### src/rtl/sigmoid_inv_32bit.sv
// Iterative inverse of the piecewise-quadratic sigmoid: y (Q16.16) -> x (Q16.16) via a 17-bit restoring sqrt.
// Build option: define SIGINV_ROUND_EN to round the root to nearest instead of truncating.
`timescale 1ns/1ps
module sigmoid_inv_32bit #(
  parameter int ROOT_BITS = 17
) (
  input  logic        clk,
  input  logic        rst,
  input  logic        start,
  input  logic [31:0] y,
  output logic        busy,
  output logic        done,
  output logic [31:0] x,
  output logic        range_err
);

  typedef enum logic [1:0] {S_IDLE, S_PREP, S_ROOT, S_POST} state_t;

  state_t                   r_state, w_next;
  logic [31:0]              r_y;
  logic                     r_neg, r_err;
  logic [2*ROOT_BITS-1:0]   r_rad, r_rem;
  logic [ROOT_BITS-1:0]     r_root;
  logic [4:0]               r_cnt;

  logic [ROOT_BITS:0]       w_clamp;
  logic [ROOT_BITS-1:0]     w_yc;
  logic                     w_neg;
  logic [15:0]              w_d;
  logic [ROOT_BITS-1:0]     w_t;
  logic [2*ROOT_BITS+1:0]   w_rem_sh;
  logic [2*ROOT_BITS-1:0]   w_trial;
  logic                     w_ge;
  logic [2*ROOT_BITS-1:0]   w_diff;
  logic [ROOT_BITS-1:0]     w_root_fin;
  logic [ROOT_BITS-1:0]     w_m;
  logic [31:0]              w_mag;

  // Saturate the operand into [0, 1.0]; returns {err, clamped value}.
  function automatic logic [ROOT_BITS:0] clamp_y(input logic [31:0] v);
    if (v[31])
      return {1'b1, 17'h00000};
    else if (v > 32'h0001_0000)
      return {1'b1, 17'h10000};
    else
      return {1'b0, v[ROOT_BITS-1:0]};
  endfunction

  always_comb begin
    w_clamp = clamp_y(r_y);
    w_yc    = w_clamp[ROOT_BITS-1:0];
    w_neg   = (w_yc < 17'h08000);
    // For y >= 0.5 the distance to 1.0 is at most 0.5, so 16 bits suffice.
    w_d     = 16'(17'h10000 - w_yc);
    w_t     = w_neg ? {w_yc[15:0], 1'b0} : {w_d, 1'b0};
  end

  always_comb begin
    w_rem_sh = {r_rem, r_rad[2*ROOT_BITS-1 -: 2]};
    w_trial  = {{(ROOT_BITS-2){1'b0}}, r_root, 2'b01};
    w_ge     = (w_rem_sh >= {2'b00, w_trial});
    w_diff   = w_rem_sh[2*ROOT_BITS-1:0] - w_trial;
  end

  always_comb begin
`ifdef SIGINV_ROUND_EN
    // Remainder above r means sqrt(R) lies past r + 0.5.
    w_root_fin = (r_rem > {{ROOT_BITS{1'b0}}, r_root}) ? r_root + 1'b1 : r_root;
`else
    w_root_fin = r_root;
`endif
    w_m   = 17'h10000 - w_root_fin;
    w_mag = {{(32-ROOT_BITS-2){1'b0}}, w_m, 2'b00};
  end

  always_ff @(posedge clk) begin
    if (rst) r_state <= S_IDLE;
    else     r_state <= w_next;
  end

  always_comb begin
    w_next = r_state;
    unique case (r_state)
      S_IDLE:  if (start) w_next = S_PREP;
      S_PREP:  w_next = S_ROOT;
      S_ROOT:  if (r_cnt == 5'(ROOT_BITS-1)) w_next = S_POST;
      S_POST:  w_next = S_IDLE;
      default: w_next = S_IDLE;
    endcase
  end

  always_ff @(posedge clk) begin
    if (rst) begin
      r_y       <= '0;
      r_neg     <= 1'b0;
      r_err     <= 1'b0;
      r_rad     <= '0;
      r_rem     <= '0;
      r_root    <= '0;
      r_cnt     <= '0;
      busy      <= 1'b0;
      done      <= 1'b0;
      x         <= '0;
      range_err <= 1'b0;
    end else begin
      done <= 1'b0;
      case (r_state)
        S_IDLE: begin
          if (start) begin
            r_y  <= y;
            busy <= 1'b1;
          end
        end
        S_PREP: begin
          r_neg  <= w_neg;
          r_err  <= w_clamp[ROOT_BITS];
          r_rad  <= {1'b0, w_t, 16'h0000};
          r_rem  <= '0;
          r_root <= '0;
          r_cnt  <= '0;
        end
        // One restoring step per cycle, consuming two radicand bits MSB first.
        S_ROOT: begin
          r_rad  <= r_rad << 2;
          r_rem  <= w_ge ? w_diff : w_rem_sh[2*ROOT_BITS-1:0];
          r_root <= {r_root[ROOT_BITS-2:0], w_ge};
          r_cnt  <= r_cnt + 5'd1;
        end
        S_POST: begin
          x         <= r_neg ? (32'd0 - w_mag) : w_mag;
          range_err <= r_err;
          done      <= 1'b1;
          busy      <= 1'b0;
        end
        default: ;
      endcase
    end
  end

endmodule

### config.mk
export PLATFORM = sky130hd
export DESIGN_NAME = sigmoid_inv_32bit
export DESIGN_NICKNAME = d
export VERILOG_FILES = /design/src/rtl/sigmoid_inv_32bit.sv
export SDC_FILE = /design/constraint.sdc
export NUM_CORES = 1
export LEC_CHECK = 0
export ABC_CLOCK_PERIOD_IN_PS = 4800
export CELL_PAD_IN_SITES_DETAIL_PLACEMENT = 1
export CELL_PAD_IN_SITES_GLOBAL_PLACEMENT = 1
export CORE_MARGIN = 2
export CORE_UTILIZATION = 40
export CTS_BUF_LIST = sky130_fd_sc_hd__clkbuf_16
export CTS_CLUSTER_DIAMETER = 150
export DETAILED_ROUTE_END_ITERATION = 10
export GPL_TIMING_DRIVEN = 0
export PLACE_DENSITY_LB_ADDON = 0.25
export SYNTH_ARGS = -nofsm -noshare
export SYNTH_HDL_FRONTEND = slang
export SYNTH_SLANG_ARGS = --single-unit
### constraint.sdc
create_clock -name clk -period 4.8 [get_ports clk]
set_input_delay 0.48 -clock clk [delete_from_list [all_inputs] [get_ports clk]]
set_output_delay 0.48 -clock clk [all_outputs]
set_load 0.005 [all_outputs]
* Word level (Yosys, flattened, before mapping) *
Cells that the tools add are included.

storage, ports and cells
  register bits = 161
  output and inout port bits = 35
  word-level logic and storage cells = 47
  input bits = 35

operators by class
  magnitude comparators = 3
  reduce and logical (&&, ||, !) cells = 6
  equal/unequal tests = 6
  add/sub/neg operators = 5
  mux-type cells = 15

operator list
  operator                  count
  $pmux W34 S2              2
  $ge A36 B19 Y1            1
  $mux W18                  2
  $mux W34                  1
  $pmux W17 S2              1
  $sub A34 B19 Y34          1
  $gt A32 B17 Y1 const B    1
  $mux W32                  1
  $sub A1 B19 Y20 const A   1
  $lt A17 B16 Y1 const B    1
  $mux W17                  1
  $sub A17 B17 Y17 const A  1
  $sub A1 B16 Y16 const A   1
  $pmux W5 S2               1
  $pmux W2 S4               1
  $reduce_and A2 Y1         3
  $add A5 B1 Y5 const B     1
  $eq A5 B5 Y1 const B      1
  $eq A2 B2 Y1 const B      2
  $mux W2                   2
  $ne A2 B2 Y1 const B      2
  $reduce_bool A2 Y1        2
  $eq A2 B1 Y1 const B      1
  $logic_not A2 Y1          1
  other kinds (2)           3

* Logic depth before layout (Yosys ltp) *
  depth after elaboration = 6
  mapped depth = 13
  mapped depth without buffers = 12

* Worst setup path before layout *
No wires, ideal clock.

  path kind = register to register
  start point = register r_y[0]
  end point = register r_rad[21]
  cell stages (with the launch flop) = 13
  setup slack = 1749 ps
  period minus slack after synthesis = 3051 ps
  buffers on the path = 1
  arrival time = 2980 ps
  path through = dfxtp_1 > nor4_1 > nand4_1 > o21ai_0 > and2_1 > clkbuf_1 > nand2_1 > ha_1 > a21boi_0 > a311o_1 > xnor2_1 > a21o_1 > a21oi_1

on the way
  longest elaborated chain between the ends = 6
  elaborated cells between the ends (all ways) = 7

ends and longest elaborated chain
  item                                               RTL line  source
  start, declared                                    20        logic [31:0] r_y;
  start signal, assigned                             110       r_y <= y;
  $gt A32 B17 Y1                                     43        else if (v > 32'h0001_0000)
  $mux W18 *                                         43
  $mux W18 *                                         41        if (v[31])
  $sub A1 B16 Y16 or $lt A17 B16 Y1 (tied branches)  54, 52
  $mux W17 *                                         55        w_t = w_neg ? {w_yc[15:0], 1'b0} : {w_d, 1'b0};
  $pmux W34 S2 *                                     107       case (r_state)
  end signal, assigned                               117       r_rad <= {1'b0, w_t, 16'h0000};
  end signal, assigned                               124       r_rad <= r_rad << 2;
  end, declared                                      22        logic [2*ROOT_BITS-1:0] r_rad, r_rem;

Mark *: on every way between the ends. The rest lies on a longest branch, timed or not. The select of a mux whose other input is x is not followed.
A chain may end at the register's enable or synchronous reset.

* Final worst setup path *
  start point = register r_root[0]
  end point = register r_rem[12]

on the way
  longest elaborated chain between the ends = 3
  elaborated cells between the ends (all ways) = 4

ends and longest elaborated chain
  item                                                RTL line  source
  start, declared                                     23        logic [ROOT_BITS-1:0] r_root;
  start signal, assigned                              126       r_root <= {r_root[ROOT_BITS-2:0], w_ge};
  $sub A34 B19 Y34 or $ge A36 B19 Y1 (tied branches)  62, 61
  $mux W34 *                                          125       r_rem <= w_ge ? w_diff : w_rem_sh[2*ROOT_BITS-1:0];
  $pmux W34 S2 *                                      107
  end signal, assigned                                125
  end, declared                                       22

Mark *: on every way between the ends. The rest lies on a longest branch, timed or not.

==> impl_metrics.py <==
metrics = {
    "timing": {
        "fin_tns_setup_ns": 0,
        "tightest_slew_ns": 1.09,
        "hold_viol_final": 0,
        "drv_slew": 0,
        "fin_crit_sh": 0.851,
        "max_freq_ghz": 0.245,
        "rsz0062_at_grt": "false",
        "fin_crit_ns": 4.08,
        "clock_skew_ns": 0.00928,
        "setup_viol": 0,
        "max-slew-margin-rel": 0.272,
    },
    "finish": {
        "finalNonFillerCells": 1309,
        "fillers": 2255,
        "nets": 1130,
        "diodes": 0,
        "drive_gt1_frac": 0.0602,
        "syn_to_final_growth_pct": 20.1,
    },
    "worst_setup_path": {
        "startpoint_type": "flip-flop",
        "crit_required_ns": 5.12,
        "regToRegEndpoint": "r_rem[12]$_SDFFE_PP0P_",
        "r2r_start": "r_root[0]$_SDFFE_PP0P_",
        "rrSetupSlack_ns": 0.72,
        "cp.arrival_ns": 4.41,
        "crit_fanout": 10,
        "endpoint_kind": "flip-flop",
        "cp-startpoint": "r_root[0]$_SDFFE_PP0P_",
        "worstSetupPathType": "flip-flop to flip-flop",
        "rr_worst_depth": 11,
    },
    "global_routing": {
        "antenna_found_initial": 0,
        "track_usage": 0.241,
        "grt_max_degree": 17,
        "grt_pass1_vias": 7342,
        "grt_overflow_total": 0,
        "grt_pass1_wl_mm": 37.9,
    },
    "clock_tree": {
        "cts_buffers": 17,
        "cts_tree": "yes",
        "clock_latency_ns": 0.43,
        "clock_sinks": 130,
        "cts_buffer_depth": 2,
        "post_cts.repair.setup_buffers": 0,
        "ctsResizeCount": 0,
        "htree_levels": 4,
        "clk_pin_slew_ns": 0.06,
        "cts_hold_buf": 0,
        "clockRootBuffer": "clkbuf_16",
    },
    "route": {
        "wl_per_cell_um": 17.7,
        "via_count": 7262,
        "drt.antenna.violating_nets": 0,
        "routed_wl_mm": 23.2,
        "drc_errors": 0,
        "dr.first_iter.drc_count": 345,
        "dr.pass1.iters": 5,
        "via_per_inst": 5.55,
    },
    "run_status": {
        "outcome": "finished clean",
    },
    "die": {
        "core_region_area_mm2": 0.0180,
        "die_h_um": 140,
        "num_rows": 49,
        "dieArea_mm2": 0.0195,
        "dieWidth_um": 140,
        "boundaryPins": 70,
        "initial_core_util": 0.409,
    },
    "synthesis": {
        "synth_seq_cells": 130,
        "synthTopCellsByArea": "dfxtp_1 35%, nand2_1 8.0%, a21oi_1 7.0%",
        "yosysWarnings": 0,
        "seq_area_frac_synth": 0.353,
        "synth_ff_type": "dfxtp_1",
        "synth_cell_type_count": 63,
        "yosys.area.top_type_share": 0.353,
        "syn_inst": 982,
        "yosysMostFrequentCell": "nand2_1",
        "synth_edf_count": 0,
        "avgSynthCellArea_um2": 7.51,
        "yosysTopAreaCell": "dfxtp_1",
        "syn_area_mm2": 0.00737,
        "synthArstFlopShare": 0,
        "ys_top_cells_by_count": "158 x nand2_1, 130 x dfxtp_1, 103 x a21oi_1",
    },
    "placement": {
        "dp_hpwl_mm": 17.3,
        "io_buffer_count": 66,
        "dp.cells": 1278,
        "gp_congestion": 0.868,
    },
    "flow_run": {
        "drv_cap": 0,
    },
    "worst_hold_path": {
        "min_to": "r_y[27]$_SDFFE_PP0P_",
        "hp-class": "flip-flop to flip-flop",
        "hold_depth": 2,
        "hold_start": "r_y[27]$_SDFFE_PP0P_",
    },
    "power": {
        "vdd_ir_drop_max_mv": 0.357,
        "p_per_area_mw_per_mm2": 677,
        "p_leak_uw": 0.00327,
    },
}
## layout by cell type, fill, tap and decap left out, drive strengths merged, types with 6 or more instances in the layout
cell type      instances
nand2                158
dfxtp                130
a21oi                103
nor2                  95
clkdlybuf4s50         66
o21ai                 59
clkbuf                57
inv                   43
xnor2                 35
nand3                 33
nor3                  30
buf                   29
xor2                  28
ha                    27
a211oi                22
nor4                  15
or3                   15
nand4                 14
nand2b                 9
nor2b                  7
o211ai                 7
or4                    7
and2                   6
mux2i                  6
clkinv                 6
## cell type report
type	count	area, um^2	area share
clock buffers	17	425	0.0481
repair buffers	66	661	0.0746
well taps	229	287	0.0324
clock inverters	14	104	0.0117
plain buffers	69	325	0.0368
flip-flops and latches	130	2600	0.294
inverters	37	139	0.0157
multi-input cells	747	4310	0.487
## worst max-delay path, stage by stage (launching register included)
cell and delay, ns:
dfxtp_1 0.51, inv_1 0.14, ha_1 0.37, nor2b_1 0.19, o311ai_0 0.62, a211oi_1 0.20, o21ai_1 0.59, o21a_1 0.20
clkbuf_1 0.42, buf_2 0.34, o21ai_0 0.17, a22o_1 0.22
## cells by family (layout without fill, tap and decap cells)
logic type | Yosys count | after routing | share of synthesized area
other | 1 | 2 | 0.000509
muxes | 7 | 7 | 0.00968
adders and majority gates | 27 | 27 | 0.0458
buffers and inverters | 106 | 203 | 0.0630
DFF | 130 | 130 | 0.353
and+or+nand+nor | 405 | 405 | 0.253
xor gates and xnor gates | 63 | 63 | 0.0749
AOI/OAI and AO/OA | 243 | 243 | 0.200
## power by group
group	internal [uW]	leakage [uW]	switching [uW]	total [uW]
combinational	1210	0.00195	2200	3420
sequential	1240	0.00106	138	1380
clock	662	0.000259	535	1200
total	3120	0.00327	2880	5990
## registers in the layout, summed over array words and instances (netlist names)
name,cells
x,18
r_root,17
done,1
busy,1
r_rad,17
r_err,1
r_cnt,5
range_err,1
r_rem,34
r_y,32
r_state,2
r_neg,1
## through the flow
stage	hold slack [ns]	total power [uW]	cell area, um^2	setup slack [ns]	util
2_1_floorplan	0.417	3810	7370	1.75	-
3_3_place_gp	0.436	4700	8320	0.822	0.462
3_5_place_dp	0.449	4770	8320	0.805	0.462
4_1_cts	0.460	6000	8850	0.780	0.491
5_1_grt	0.479	6480	8850	0.408	0.491
6_report	0.457	5990	8850	0.717	0.491
## per-layer routing
metal | routed length, um | share of wire | track usage
met1 | 11100 | 0.48 | 0.322
met2 | 10800 | 0.47 | 0.399
met3 | 766 | 0.033 | 0.0389
met4 | 459 | 0.020 | 0.0758
met5 | 0 | 0 | 0
## worst max path at each step
stage / depth (start not counted) / endpoint
2_1_floorplan: 12 / r_rad[21]$_SDFFE_PP0P_
3_3_place_gp: 13 / r_rad[23]$_SDFFE_PP0P_
3_5_place_dp: 11 / r_rem[12]$_SDFFE_PP0P_
4_1_cts: 11 / r_rem[12]$_SDFFE_PP0P_
5_1_grt: 12 / r_rem[8]$_SDFFE_PP0P_
6_report: 11 / r_rem[12]$_SDFFE_PP0P_
Note: power is estimated with default switching activity, not from simulation.
